--- src/rtl/text_stream_sequencer.sv ---
// Sweeps char RAM line by line into a line consumer, NUM_PASSES times; one char per RAM_LATENCY+2 cycles.
// char_out/char_valid hold until sink_ready; line_done ends a line early, line_error stops the run.
module text_stream_sequencer #(
  parameter int SCREEN_WIDTH  = 64,
  parameter int SCREEN_HEIGHT = 64,
  parameter int CHAR_WIDTH    = 8,
  parameter int RAM_LATENCY   = 2,
  parameter int NUM_PASSES    = 2,
  parameter int STOP_ON_NUL   = 1,
  localparam int LCW = $clog2(SCREEN_HEIGHT + 1),
  localparam int AW  = $clog2(SCREEN_WIDTH * SCREEN_HEIGHT),
  localparam int PW  = $clog2(NUM_PASSES) + 1,
  localparam int LW  = (SCREEN_HEIGHT > 1) ? $clog2(SCREEN_HEIGHT) : 1
) (
  input  logic                  clk_pixel,
  input  logic                  sys_rst_n,
  input  logic                  start,
  input  logic                  abort,
  input  logic [LCW-1:0]        line_count,
  output logic [AW-1:0]         ram_addr,
  input  logic [CHAR_WIDTH-1:0] ram_data,
  input  logic                  sink_ready,
  input  logic                  line_done,
  input  logic                  line_error,
  output logic                  new_line,
  output logic                  char_valid,
  output logic [CHAR_WIDTH-1:0] char_out,
  output logic [PW-1:0]         pass,
  output logic [LW-1:0]         line_idx,
  output logic                  busy,
  output logic                  done,
  output logic                  error
);

  localparam int CW  = (SCREEN_WIDTH > 1) ? $clog2(SCREEN_WIDTH) : 1;
  localparam int WTW = 3;
  localparam logic [CHAR_WIDTH-1:0] NUL_CHAR = '0;
  localparam logic [CHAR_WIDTH-1:0] LF_CHAR  = CHAR_WIDTH'(10);

  typedef enum logic [2:0] {
    S_IDLE, S_LINE_START, S_FETCH, S_WAIT, S_EMIT, S_LINE_END, S_DONE, S_ERROR
  } state_t;

  state_t                state_q, state_d;
  logic [PW-1:0]         pass_q, pass_d;
  logic [LW-1:0]         line_q, line_d;
  logic [CW-1:0]         col_q, col_d;
  logic [WTW-1:0]        cnt_q, cnt_d;
  logic [LCW-1:0]        count_q, count_d;
  logic [CHAR_WIDTH-1:0] char_q, char_d;
  logic                  done_q, done_d;
  logic                  err_q, err_d;
  logic [LCW-1:0]        eff_count;
  logic                  busy_int;
  logic                  is_stop_char;

  // Reset asserts asynchronously but releases on a clock edge.
  logic [1:0] rst_sync_q;
  logic       rst_n;

  always_ff @(posedge clk_pixel or negedge sys_rst_n) begin
    if (!sys_rst_n) rst_sync_q <= '0;
    else            rst_sync_q <= {rst_sync_q[0], 1'b1};
  end
  assign rst_n = rst_sync_q[1];

  always_comb begin
    eff_count = line_count;
    if (line_count == '0 || int'(line_count) > SCREEN_HEIGHT) eff_count = LCW'(SCREEN_HEIGHT);
  end

  assign busy_int = (state_q != S_IDLE) && (state_q != S_DONE) && (state_q != S_ERROR);
  assign is_stop_char = (STOP_ON_NUL != 0) && (ram_data == NUL_CHAR || ram_data == LF_CHAR);

  always_comb begin
    state_d = state_q;
    pass_d  = pass_q;
    line_d  = line_q;
    col_d   = col_q;
    cnt_d   = cnt_q;
    count_d = count_q;
    char_d  = char_q;
    done_d  = done_q;
    err_d   = err_q;
    if (start) begin
      done_d  = 1'b0;
      err_d   = 1'b0;
      pass_d  = '0;
      line_d  = '0;
      col_d   = '0;
      count_d = eff_count;
      state_d = S_LINE_START;
    end else if (abort) begin
      state_d = S_IDLE;
    end else if (busy_int && line_error) begin
      err_d   = 1'b1;
      state_d = S_ERROR;
    end else begin
      unique case (state_q)
        S_LINE_START: begin
          col_d   = '0;
          state_d = S_FETCH;
        end
        S_FETCH: begin
          if (line_done) begin
            state_d = S_LINE_END;
          end else begin
            cnt_d   = WTW'(RAM_LATENCY - 1);
            state_d = S_WAIT;
          end
        end
        S_WAIT: begin
          if (line_done) begin
            state_d = S_LINE_END;
          end else if (cnt_q != '0) begin
            cnt_d = cnt_q - WTW'(1);
          end else if (is_stop_char) begin
            state_d = S_LINE_END;
          end else begin
            char_d  = ram_data;
            state_d = S_EMIT;
          end
        end
        S_EMIT: begin
          // A char accepted together with line_done still counts as delivered.
          if (sink_ready) begin
            if (line_done || col_q == CW'(SCREEN_WIDTH - 1)) begin
              state_d = S_LINE_END;
            end else begin
              col_d   = col_q + CW'(1);
              state_d = S_FETCH;
            end
          end else if (line_done) begin
            state_d = S_LINE_END;
          end
        end
        S_LINE_END: begin
          if (int'(line_q) + 1 < int'(count_q)) begin
            line_d  = line_q + LW'(1);
            state_d = S_LINE_START;
          end else if (int'(pass_q) < NUM_PASSES - 1) begin
            pass_d  = pass_q + PW'(1);
            line_d  = '0;
            state_d = S_LINE_START;
          end else begin
            done_d  = 1'b1;
            state_d = S_DONE;
          end
        end
        default: ;
      endcase
    end
  end

  always_ff @(posedge clk_pixel or negedge rst_n) begin
    if (!rst_n) begin
      state_q <= S_IDLE;
      pass_q  <= '0;
      line_q  <= '0;
      col_q   <= '0;
      cnt_q   <= '0;
      count_q <= '0;
      char_q  <= '0;
      done_q  <= 1'b0;
      err_q   <= 1'b0;
    end else begin
      state_q <= state_d;
      pass_q  <= pass_d;
      line_q  <= line_d;
      col_q   <= col_d;
      cnt_q   <= cnt_d;
      count_q <= count_d;
      char_q  <= char_d;
      done_q  <= done_d;
      err_q   <= err_d;
    end
  end

  assign ram_addr   = AW'(line_q) * AW'(SCREEN_WIDTH) + AW'(col_q);
  assign new_line   = (state_q == S_LINE_START);
  assign char_valid = (state_q == S_EMIT);
  assign char_out   = char_q;
  assign pass       = pass_q;
  assign line_idx   = line_q;
  assign busy       = busy_int;
  assign done       = done_q;
  assign error      = err_q;

endmodule

--- config.mk ---
export PLATFORM = sky130hd
export DESIGN_NAME = text_stream_sequencer
export DESIGN_NICKNAME = d
export VERILOG_FILES = /design/src/rtl/text_stream_sequencer.sv
export SDC_FILE = /design/constraint.sdc
export NUM_CORES = 1
export LEC_CHECK = 0
export ABC_AREA = 0
export BUFFER_PORTS_ARGS = -buffer_cell sky130_fd_sc_hd__buf_2
export CORE_MARGIN = 4
export CORE_UTILIZATION = 24
export CTS_CLUSTER_SIZE = 12
export DETAILED_ROUTE_END_ITERATION = 12
export PLACE_DENSITY = 0.5
export SYNTH_ARGS = -nofsm -noshare
export SYNTH_HDL_FRONTEND = slang
export SYNTH_SLANG_ARGS = --single-unit
--- constraint.sdc ---
create_clock -name clk_pixel -period 1.7 [get_ports clk_pixel]
set_clock_uncertainty 0.2 [all_clocks]
set_input_delay 0.34 -clock clk_pixel [delete_from_list [all_inputs] [get_ports clk_pixel]]
set_output_delay 0.34 -clock clk_pixel [all_outputs]
set_load 0.01 [all_outputs]
# Yosys cells after proc, flatten, opt, wreduce, memory -nomap -nowiden
# Index checks and enable logic that the tools add are counted.
dict set report word_totals {
  register_bits 39
  latch_bits 0
  mem_bits_rw 0
  mem_bits_ro 0
  inputBits 22
  output_inout_bits 33
  n_memories 0
}
dict set report op_classes {
  n_addsub 6
  mul 0
  div_mod_pow 0
  n_lt_le_gt_ge 3
  n_eq_ne 20
  shifts 0
  muxes 45
  bitwise_logic 6
  reduce_logical 25
}
# op count
set ops {}
lappend ops {{2-to-1 mux 6 bit} 11}
lappend ops {{2-to-1 mux 3 bit} 14}
lappend ops {{case mux 3 bit (5 select lines)} 1}
lappend ops {{AND reduction 5 bit} 3}
lappend ops {{!= test 2 bit, second input constant} 7}
lappend ops {{AND reduction 7 bit} 2}
lappend ops {{adder 12 x 6 -> 12 bit} 1}
lappend ops {{adder 6 x 1 -> 6 bit, second input constant} 2}
lappend ops {{2-to-1 mux 2 bit} 6}
lappend ops {{!= test 3 bit, second input constant} 4}
lappend ops {{case mux 6 bit (2 select lines)} 1}
lappend ops {{nonzero test 3 bit} 4}
lappend ops {{2-to-1 mux 1 bit} 10}
lappend ops {{equality test 8 x 4 -> 1 bit, second input constant} 1}
lappend ops {{zero test 8 bit} 1}
lappend ops {{nonzero test 2 bit} 4}
lappend ops {{nonzero test 8 bit} 1}
lappend ops {{adder 6 x 1 -> 7 bit, second input constant} 1}
lappend ops {{greater-than comparator 7 bit, second input constant} 1}
lappend ops {{zero test 7 bit} 1}
lappend ops {{less-than comparator 7 bit} 1}
lappend ops {{2-to-1 mux 7 bit} 1}
lappend ops {{equality test 3 x 2 -> 1 bit, second input constant} 2}
lappend ops {{equality test 3 bit, second input constant} 2}
lappend ops {{14 further kinds} 23}

# Depth between registers and ports, before layout
# Gate-level depths: netlist of the first run.
dict set report depth {
  word_depth 9
  ltp_mapped 9
  depth_no_buf 9
}

# Worst setup path after synthesis of the first run
# Ideal clock, no wire load.
dict set report synth_timing {
  path_type {register to register}
  startpoint {reg line_q[0] (netlist: line_idx[0])}
  endpoint {reg line_q[2] (netlist: line_idx[2])}
  arrival_time_ns 2.497
  required_ns 1.399
  path_slack_ns -1.098
  path_stages_with_launch 10
  n_path_buf 0
  cell_sequence {dfrtp_1 > ha_1 > nand3_1 > xnor2_1 > ha_1 > a211o_1 > a21oi_1 > o21ai_0 > or4_1 > o32ai_1}
}
dict set report synth_between {
  elab_chain_cells 7
}
# item line
set synth_rtl {}
lappend synth_rtl {{start, declared} 46} ;# logic [LW-1:0] line_q, line_d;
lappend synth_rtl {{start signal, assigned} 169} ;# line_q <= line_d;
lappend synth_rtl {{adder 6 x 1 -> 7 bit} 138} ;# if (int'(line_q) + 1 < int'(count_q)) begin
lappend synth_rtl {{less-than comparator 7 bit} 138}
lappend synth_rtl {{2-to-1 mux 6 bit} 138}
lappend synth_rtl {{2-to-1 mux 6 bit} 99} ;# unique case (state_q)
lappend synth_rtl {{2-to-1 mux 6 bit} 95} ;# end else if (busy_int && line_error) begin
lappend synth_rtl {{2-to-1 mux 6 bit} 93} ;# end else if (abort) begin
lappend synth_rtl {{2-to-1 mux 6 bit} 85} ;# if (start) begin
# Several ways; a longest one is shown, not always the timed one. The select of a mux whose other input is x is not followed.
# A chain may end at the register's enable or synchronous reset.

# Final worst setup path of the first run
dict set report layout_timing {
  startpoint {reg line_q[1] (netlist: line_idx[1])}
  endpoint {reg done_q (netlist: done)}
}
dict set report layout_between {
  elab_chain_cells 4
}
# item line
set layout_rtl {}
lappend layout_rtl {{adder 6 x 1 -> 7 bit} 138}
lappend layout_rtl {{less-than comparator 7 bit} 138}
lappend layout_rtl {{!= test 2 bit (no source line)} n/a}
lappend layout_rtl {{AND reduction 5 bit (no source line)} n/a}
lappend layout_rtl {{end signal, assigned} 174} ;# done_q <= done_d;
lappend layout_rtl {{end, declared} 51} ;# logic done_q, done_d;
# Every way passes these cells.

==> results of run 1 <==
-- cell type report --
cell class,instances,share of cell area (%)
multi-input cells,166,38.7
clock inverters,3,1.82
inverters,17,1.78
flip-flops and latches,39,26.4
repair buffers,134,25.1
well taps,129,4.34
clock buffers,5,1.85
-- kinds of logic (layout without fill, tap and decap cells) --
family | Yosys count | after routing | share of synthesized area, %
AOI/OAI and AO/OA | 60 | 60 | 17.4
xor gates and xnor gates | 5 | 5 | 1.92
adders and majority gates | 11 | 11 | 6.02
buffers and inverters | 31 | 159 | 6.46
DFF | 39 | 39 | 42.7
muxes | 11 | 11 | 5.37
other | 1 | 1 | 0.164
and+or+nand+nor | 78 | 78 | 20.0
-- critical path, cell delays in order (launching register included) --
cell and delay [ps]:
dfrtp_2 420, and3_4 200, nand3_2 90, xnor2_2 150
ha_1 300, o21a_1 130, a21oi_2 70, buf_4 130
o21a_1 120, or3_4 390, o41ai_4 320
-- registers in the layout (all words and copies together) (netlist names), 2 cells and up --
signal	flops
col_q	6
state_q	3
count_q	7
line_idx	6
cnt_q	3
rst_sync_q	2
char_out	8
pass	2
-- where the power goes --
group	switching, mW	internal, mW	total (mW)
Clock	0.374	0.586	0.960
Combinational	0.290	0.307	0.597
Sequential	0.0281	0.971	0.999
Total	0.692	1.86	2.56
-- what timing repair did --
action / 4_1_cts / 5_1_grt
endpoints found under the setup margin: 32 / 34
buffers inserted: 8 / 4
endpoints found under the hold margin: 2 / 0
hold buffers: 1 / 0
resized for setup: 31 / 13
pin swaps: 13 / 5
-- path summary, 6_finish.rpt --
path / start / to / slack (ps) / cells after the start
max: line_idx[1]$_DFFE_PN0P_ / done$_DFFE_PN0P_ / -920 / 10
min: ram_data[4] / char_out[4]$_DFFE_PN0P_ / 90 / 2
max reg2reg: line_idx[1]$_DFFE_PN0P_ / done$_DFFE_PN0P_ / -920 / 10
min reg2reg: rst_sync_q[1]$_DFF_PN0_ / count_q[2]$_DFFE_PN0P_ / 110 / 1
max in group asynchronous: rst_sync_q[1]$_DFF_PN0_ / line_idx[1]$_DFFE_PN0P_ / 820 / 1
min in group asynchronous: rst_sync_q[1]$_DFF_PN0_ / count_q[2]$_DFFE_PN0P_ / 110 / 1
-- through the flow --
stage / hold slack, ps / area [um^2] / total power, mW
global placement: -72.1 / 3260 / 1.51
CTS: 75.9 / 3620 / 2.56
detailed placement: -72.2 / 3260 / 1.52
global route: 80.8 / 3720 / 2.68
finish: 86.6 / 3720 / 2.56
floorplan: -156 / 2410 / 1.28
-- Yosys cell counts, types with 3 or more instances --
cell,n
dfrtp_1,39
mux2_2,10
o21ai_0,21
nor2_1,18
or4_1,3
xnor2_1,4
inv_1,17
nor4_1,3
a21oi_1,7
buf_4,6
nor2b_1,5
a22o_1,5
o21a_1,3
nand2_1,8
nand3_1,6
a31oi_1,3
clkbuf_1,6
nand2b_1,8
nor3_1,4
o31ai_1,4
and3_1,3
ha_1,11
nand3b_1,9
-- routing by layer --
layer / vias up / GRT usage (%) / wire [um]
li1: 1105 / - / -
met1: 1049 / 15.0 / 2870
met2: 61 / 20.0 / 3170
met3: 6 / 2.76 / 364
met4: 0 / 3.61 / 83
met5: - / 0 / 0
-- cells in the final DEF, fill, tap and decap left out, types with 3 or more instances in the layout --
cell,netlist,layout
buf_4,6,68
buf_2,1,51
dfrtp_1,39,33
nor2_1,18,18
inv_1,17,16
o21ai_0,21,15
buf_6,1,14
nand3b_1,9,9
mux2_2,10,9
ha_1,11,9
nand2_1,8,8
nand2b_1,8,6
dfrtp_2,0,6
nor2b_1,5,5
a22o_1,5,5
clkbuf_8,0,5
o21ai_2,0,4
a21oi_1,7,4
nand3_1,6,3
or4_4,1,3
o21a_1,3,3
o31ai_1,4,3
==> flow_summary.yaml, run 1 <==
outcome:
  status: "finished, violations left"
  violations: "setup timing"
final_layout:
  final_cells: 493
  synthToLayoutAreaGrowth_pct: 62.9
  seq_area_um2: 983
  fillerInstances: 935
  nets: 396
  utilization_pct: 40.3
  final_layout_size_suffix_gt1_share_pct: 55.2
  antenna_cells: 0
  multiInputGateArea_um2: 1440
floorplanning:
  die_h_um: 106
  die_area_um2: 11100
  coreArea_um2: 9240
  row_count: 35
  fp.dieW_um: 106
  io_pins: 55
  start_util_pct: 24.7
sta:
  max_freq_mhz: 381
  hold_viol: 0
  fin_crit_ps: 2620
  post-route-period-util_pct: 154
  slew_viol_final: 0
  setup_viol: 34
  setup_slack_ps: -924
  worst_pin_slew_ps: 505
  finalSetupTns_ps: -14240
  rsz0062_at_grt: "true"
  slew_headroom_pct: 66.3
worst_hold_path:
  hold_path_class: "in2reg"
cts:
  tritoncts: "built"
  clock_latency_ps: 300
  cts_buffer_depth: 2
  h-tree-depth: 2
  cts.sinks: 39
  root_buffer: "clkbuf_8"
  cts_buffers: 5
  path_clk_slew_ps: 90
critical_path:
  start_kind: "register"
  critical_path_class: "reg2reg"
  arrival_ps: 2620
  cp-end-kind: "register"
  cp_data_required_time_ps: 1700
  crit_fanout: 4
logic_synthesis:
  ys.flop_type: "dfrtp_1"
  yosysTopAreaCell: "dfrtp_1"
  synth_cells: 236
  syn_avg_cell_area_um2: 9.68
  synth_area_leaders: "dfrtp_1 43%, ha_1 6.0%, mux2_2 4.9%"
  synth_top_area_share_pct: 42.7
  synth_seq_cells: 39
  synthArstFlopShare_pct: 100
  synth_edf_count: 0
  synth_nets: 269
  netlist_area_um2: 2280
  synth_cell_type_count: 49
  ys.warnings.count: 0
  ys_seq_area_share_pct: 42.7
placed_design:
  placed_cells_incl_taps: 472
  port_buffers: 54
  dp_hpwl_um: 4720
  place.gp.congestion: 0.780
  pre_cts_ws_ps: -964
grt:
  antenna_found_initial: 0
  overflow: 0
  grt_pass1_vias: 2327
  grt_start_max_net_pins: 38
  grt_pass1_wl_um: 10900
  track_usage_pct: 11.9
pwr:
  p_leak_nw: 1.79
  peakVddDrop_uv: 327
  powerDensity_nw_per_um2: 687
routing:
  vias_per_cell: 4.51
  vias: 2221
  drcViolationCount: 0
  drt_iter0_drc: 103
  drtAntennaViolNets: 0
  first_pass_iters: 4
  drt-total-wl_um: 6490
  wire_per_inst_um: 13.2
job:
  drv_cap: 0
Note: power is estimated with default switching activity, not from simulation.
==> run 2, diff against run 1 <==
--- a/config.mk
+++ b/config.mk
@@ -11,6 +11,7 @@
 export CORE_UTILIZATION = 24
 export CTS_CLUSTER_SIZE = 12
 export DETAILED_ROUTE_END_ITERATION = 12
+export HOLD_SLACK_MARGIN = 0.08
 export PLACE_DENSITY = 0.5
 export SYNTH_ARGS = -nofsm -noshare
 export SYNTH_HDL_FRONTEND = slang
==> constraint.sdc (replaced) <==
create_clock -name clk_pixel -period 1.7 [get_ports clk_pixel]
set_clock_uncertainty 0.2 [all_clocks]
set_input_delay 0.34 -clock clk_pixel [delete_from_list [all_inputs] [get_ports clk_pixel]]
set_output_delay 0.34 -clock clk_pixel [all_outputs]
set_load 0.005 [all_outputs]
==> run 2 against run 1 <==
  * The run still ends with setup timing left
  * Sequential cell count stayed put
  * Register-to-register slack better by 70 ps
  * Sequential share of layout area is 0.15 points higher
  * First-iteration DRC count is 11% higher
  * Critical path type unchanged
  * Critical endpoint is now line_idx[2]$_DFFE_PN0P_
==> flow_summary.yaml, run 2 (synthesized netlist as in run 1, its figures left out) <==
outcome:
  status: "finished, violations left"
  violations: "setup timing"
routing:
  vias: 2172
  wire_per_inst_um: 12.5
  drtAntennaViolNets: 0
  drt-total-wl_um: 6150
  drcViolationCount: 0
  first_pass_iters: 4
  drt_iter0_drc: 114
  vias_per_cell: 4.41
placed_design:
  dp_hpwl_um: 4660
  port_buffers: 54
  place.gp.congestion: 0.820
  placed_cells_incl_taps: 472
final_layout:
  fillerInstances: 905
  final_cells: 492
  synthToLayoutAreaGrowth_pct: 61.9
  largest_register_ffs: 8
  final_common_cell: "buf_4"
  nets: 395
  layout_common_cells: "68 x buf_4, 52 x buf_2, 33 x dfrtp_1, 18 x nor2_1, 16 x inv_1"
  antenna_cells: 0
  utilization_pct: 40.0
  final_layout_size_suffix_gt1_share_pct: 53.7
grt:
  grt_start_max_net_pins: 32
  antenna_found_initial: 0
  track_usage_pct: 11.4
  grt_pass1_vias: 2207
  grt_pass1_wl_um: 10500
  overflow: 0
sta:
  setup_viol: 32
  post-route-period-util_pct: 150
  hold_viol: 0
  setup_slack_ps: -855
  fin_crit_ps: 2560
  finalSetupTns_ps: -12770
  rsz0062_at_grt: "true"
  holdWs_ps: 85.7
  slew_viol_final: 0
  max_freq_mhz: 391
floorplanning:
  row_count: 35
  start_util_pct: 24.7
  die_area_um2: 11100
  coreArea_um2: 9240
  die_h_um: 106
  io_pins: 55
  fp.dieW_um: 106
critical_path:
  r2r-end: "line_idx[2]$_DFFE_PN0P_"
  cp_data_required_time_ps: 1690
  worst-r2r-cell-count: 8
  cp-end-kind: "register"
  reg2reg_from: "line_idx[1]$_DFFE_PN0P_"
  crit_fanout: 4
  critical_path_class: "reg2reg"
  r2r_slack_ps: -860
  worstSetupStartpoint: "line_idx[1]$_DFFE_PN0P_"
  start_kind: "register"
  arrival_ps: 2550
job:
  drv_cap: 0
cts:
  cts_buffer_depth: 2
  path_clk_slew_ps: 90
  cts_buffers: 5
  tritoncts: "built"
  h-tree-depth: 2
  clock_latency_ps: 290
  root_buffer: "clkbuf_8"
  cts.sinks: 39
pwr:
  powerDensity_nw_per_um2: 648
  peakVddDrop_uv: 446
  p_leak_nw: 1.78
worst_hold_path:
  hold_start: "ram_data[6]"
  whs_path_depth: 2
  min_to: "char_out[6]$_DFFE_PN0P_"
  hold_path_class: "in2reg"
-- run 2: cell types whose count changed in the layout (fill, tap and decap cells not counted), moves of 2 or more --
| cell | previous run | this run |
|---|---|---|
| dlygate4sd3_1 | 1 | 3 |
| o21ai_1 | 2 | 4 |
| a211oi_2 | 2 | 0 |
| buf_6 | 14 | 9 |
-- run 2: final cells by class --
class                      count  area (um^2)  area share [%]
inverter                      17         63.8            1.72
multi-input combinational    166         1450            39.2
timing repair buffer         133          922            24.9
clock buffer                   6         82.6            2.23
tap                          129          161            4.36
clock inverter                 2         35.0           0.947
sequential                    39          983            26.6
-- run 2: routing by layer --
| metal | up-vias | GRT usage [%] | wire, um |
|---|---|---|---|
| met5 | - | 0 | 0 |
| met4 | 0 | 3.70 | 64 |
| met3 | 4 | 2.14 | 175 |
| met2 | 29 | 18.3 | 2990 |
| met1 | 1046 | 15.4 | 2920 |
| li1 | 1093 | - | - |
-- run 2: power breakdown --
part           leakage (nW)  switching [mW]  total (mW)  internal [mW]
clock                0.0612           0.346       0.822          0.476
combinational          1.21           0.276       0.577          0.301
sequential            0.509          0.0288        1.00          0.971
-- run 2: worst max-delay path by stage --
stage,end,slack (ps),depth (start not counted)
final,line_idx[2]$_DFFE_PN0P_,-860,8
after global routing,line_idx[2]$_DFFE_PN0P_,-990,9
after CTS,line_idx[2]$_DFFE_PN0P_,-900,9
after detailed placement,line_idx[2]$_DFFE_PN0P_,-920,8
after global placement,line_idx[2]$_DFFE_PN0P_,-860,9
after floorplan,line_idx[2]$_DFFE_PN0P_,-850,9
-- run 2: what timing repair did --
item / in CTS / in global routing
pin swaps: 12 / 18
resized for setup: 20 / 21
hold buffers: 3 / 0
endpoints found under the hold margin: 10 / 0
buffers inserted: 8 / 1
setup endpoints to repair: 32 / 33
gates cloned: 0 / 0
-- run 2: worst max-delay path, cell delays in order, from the launching register on --
cell and delay [ps]:
dfrtp_2 440, ha_4 190, xor2_1 160, ha_1 330, a21o_1 220, a31oi_4 190, o21ai_2 120, or4_4 420
o32ai_2 200
-- run 2: through the flow --
| stage | setup slack, ps | power, mW | cell area (um^2) |
|---|---|---|---|
| after CTS | -904 | 2.40 | 3570 |
| after detailed placement | -918 | 1.51 | 3260 |
| after global placement | -862 | 1.50 | 3260 |
| after global routing | -988 | 2.54 | 3700 |
| final | -855 | 2.40 | 3700 |
| after floorplan | -851 | 1.27 | 2400 |
==> run 3, diff against run 2 <==
==> constraint.sdc (replaced) <==
create_clock -name clk_pixel -period 2.5 [get_ports clk_pixel]
set_clock_uncertainty 0.2 [all_clocks]
set_input_delay 0.5 -clock clk_pixel [delete_from_list [all_inputs] [get_ports clk_pixel]]
set_output_delay 0.5 -clock clk_pixel [all_outputs]
set_load 0.005 [all_outputs]
==> run 3 against run 2 <==
  * The run still ends with setup timing left
  * Fmax shrank 2.8%
  * Count of clock-buffer cells in the layout did not move
  * Combinational power is 55% lower
  * Via count is 9.4% lower
  * Setup slack better by 730 ps
  * First-iteration DRC count shrank 47%
  * Core utilization is 6.6 points lower
  * Critical path type unchanged
  * Critical endpoint is now done$_DFFE_PN0P_
  * Largest power group unchanged
  * Highest routed layer unchanged
==> flow_summary.yaml, run 3 (synthesized netlist as in run 1, its figures left out) <==
outcome:
  status: "finished, violations left"
  violations: "setup timing"
cts:
  tritoncts: "built"
  clock_latency_ps: 290
  cts_buffers: 5
  h-tree-depth: 2
  cts.sinks: 39
  cts_buffer_depth: 2
  path_clk_slew_ps: 80
  root_buffer: "clkbuf_8"
routing:
  first_pass_iters: 4
  vias_per_cell: 4.48
  drt_iter0_drc: 60
  wire_per_inst_um: 12.7
  drcViolationCount: 0
  vias: 1968
  drtAntennaViolNets: 0
  drt-total-wl_um: 5580
final_layout:
  synthToLayoutAreaGrowth_pct: 35.1
  final_common_cell: "buf_2"
  layout_common_cells: "54 x buf_2, 37 x dfrtp_1, 23 x buf_4, 19 x o21ai_0, 18 x nor2_1"
  final_layout_size_suffix_gt1_share_pct: 39.4
  nets: 343
  antenna_cells: 0
  largest_register_ffs: 8
  utilization_pct: 33.4
  stdcell_area_um2: 3090
sta:
  worst_pin_slew_ps: 535
  setup_viol: 7
  post-route-period-util_pct: 105
  fin_crit_ps: 2630
  hold_viol: 0
  rsz0062_at_grt: "true"
  max_freq_mhz: 380
  setup_slack_ps: -129
  holdWs_ps: 98.4
  slew_headroom_pct: 63.9
  slew_viol_final: 0
pwr:
  powerDensity_nw_per_um2: 436
  p_sw_mw: 0.382
  pwr-share-clk_pct: 30.4
  peakVddDrop_uv: 198
  power.share.combinational_pct: 19.1
  seqPwrFrac_pct: 50.6
  p_sw_share_pct: 28.4
  p_int_mw: 0.964
  p_leak_nw: 1.45
critical_path:
  crit_fanout: 3
  arrival_ps: 2620
  worst-r2r-cell-count: 11
  r2r_slack_ps: -130
  r2r-end: "done$_DFFE_PN0P_"
  reg2reg_from: "line_idx[0]$_DFFE_PN0P_"
  endpoint: "done$_DFFE_PN0P_"
  slowest_delay_ps: 420
  cp_data_required_time_ps: 2490
  cpMaxStageDelayCell: "dfrtp_2"
  cp-end-kind: "register"
  path_cells: "buf_6, and3_4, nand3_4, xnor2_4, ha_4, o21a_1, a21oi_2, buf_4, o21a_1, or3_4, o41ai_2"
  cpMostUsedCell: "o21a_1"
  critical_path_class: "reg2reg"
  worstSetupStartpoint: "line_idx[0]$_DFFE_PN0P_"
  start_kind: "register"
placed_design:
  postPlaceCellArea_um2: 2790
  port_buffers: 54
  place.gp.congestion: 0.763
  dp_hpwl_um: 4190
  pre_cts_ws_ps: -171
grt:
  antenna_found_initial: 0
  overflow: 0
  grt_pass1_vias: 1873
  grt_pass1_wl_um: 9110
  track_usage_pct: 9.93
  grt_start_max_net_pins: 38
floorplanning:
  io_pins: 55
  coreArea_um2: 9240
  fp.dieW_um: 106
  die_h_um: 106
  start_util_pct: 24.7
  die_area_um2: 11100
  row_count: 35
job:
  drv_cap: 0
worst_hold_path:
  hold_path_class: "reg2async"
## run 3: routing by layer
layer  up-vias  GRT usage (%)  routed length (um)
met5         -              0                   0
met4         0           2.78                  55
met3         5           2.20                 221
met2        35           15.8                2660
met1       936           13.6                2640
li1        992              -                   -
## run 3: worst min-delay path by stage
stage	to	cells after the start	startpoint	slack [ps]
2_1_floorplan	rst_sync_q[0]$_DFF_PN0_	0	sys_rst_n	4
3_3_place_gp	rst_sync_q[1]$_DFF_PN0_	1	sys_rst_n	90
3_5_place_dp	rst_sync_q[1]$_DFF_PN0_	1	sys_rst_n	90
4_1_cts	count_q[2]$_DFFE_PN0P_	1	rst_sync_q[1]$_DFF_PN0_	130
5_1_grt	count_q[2]$_DFFE_PN0P_	1	rst_sync_q[1]$_DFF_PN0_	160
6_report	count_q[2]$_DFFE_PN0P_	1	rst_sync_q[1]$_DFF_PN0_	100
## run 3: layout make-up
| type | instances | area, um^2 |
|---|---|---|
| Clock buffer | 6 | 72.6 |
| Inverter | 17 | 63.8 |
| Sequential cell | 39 | 978 |
| Timing Repair Buffer | 81 | 487 |
| Fill cell | 973 | 6150 |
| Tap cell | 129 | 161 |
| Clock inverter | 1 | 7.51 |
| Multi-Input combinational cell | 166 | 1320 |
## run 3: through the flow
stage / TNS [ps] / power, mW / cells
2_1_floorplan: -316 / 0.842 / 236
3_3_place_gp: -208 / 0.928 / 424
3_5_place_dp: -397 / 0.931 / 424
4_1_cts: -171 / 1.36 / 432
5_1_grt: -1580 / 1.44 / 439
6_report: -390 / 1.35 / 439
## run 3: repair_timing
action,CTS,global route
pin swaps,2,7
hold buffers,1,0
buffers inserted,0,7
hold endpoints to repair,2,0
setup endpoints to repair,11,12
gates resized for setup,11,14
## run 3: power by group through the flow
stage	sequential (mW)	combinational, mW	clock (mW)
floorplan	0.693	0.150	0
global placement	0.692	0.236	0
detailed placement	0.693	0.238	0
CTS	0.681	0.244	0.434
global route	0.686	0.292	0.459
finish	0.680	0.257	0.409
## run 3: critical path: cells and delay by family (launching register included)
kind | cells | cell delay (ps)
and+or+nand+nor | 3 | 660
AOI/OAI and AO/OA | 4 | 570
DFF | 1 | 420
buffers and inverters | 2 | 240
xor gates and xnor gates | 1 | 160
adders and majority gates | 1 | 280
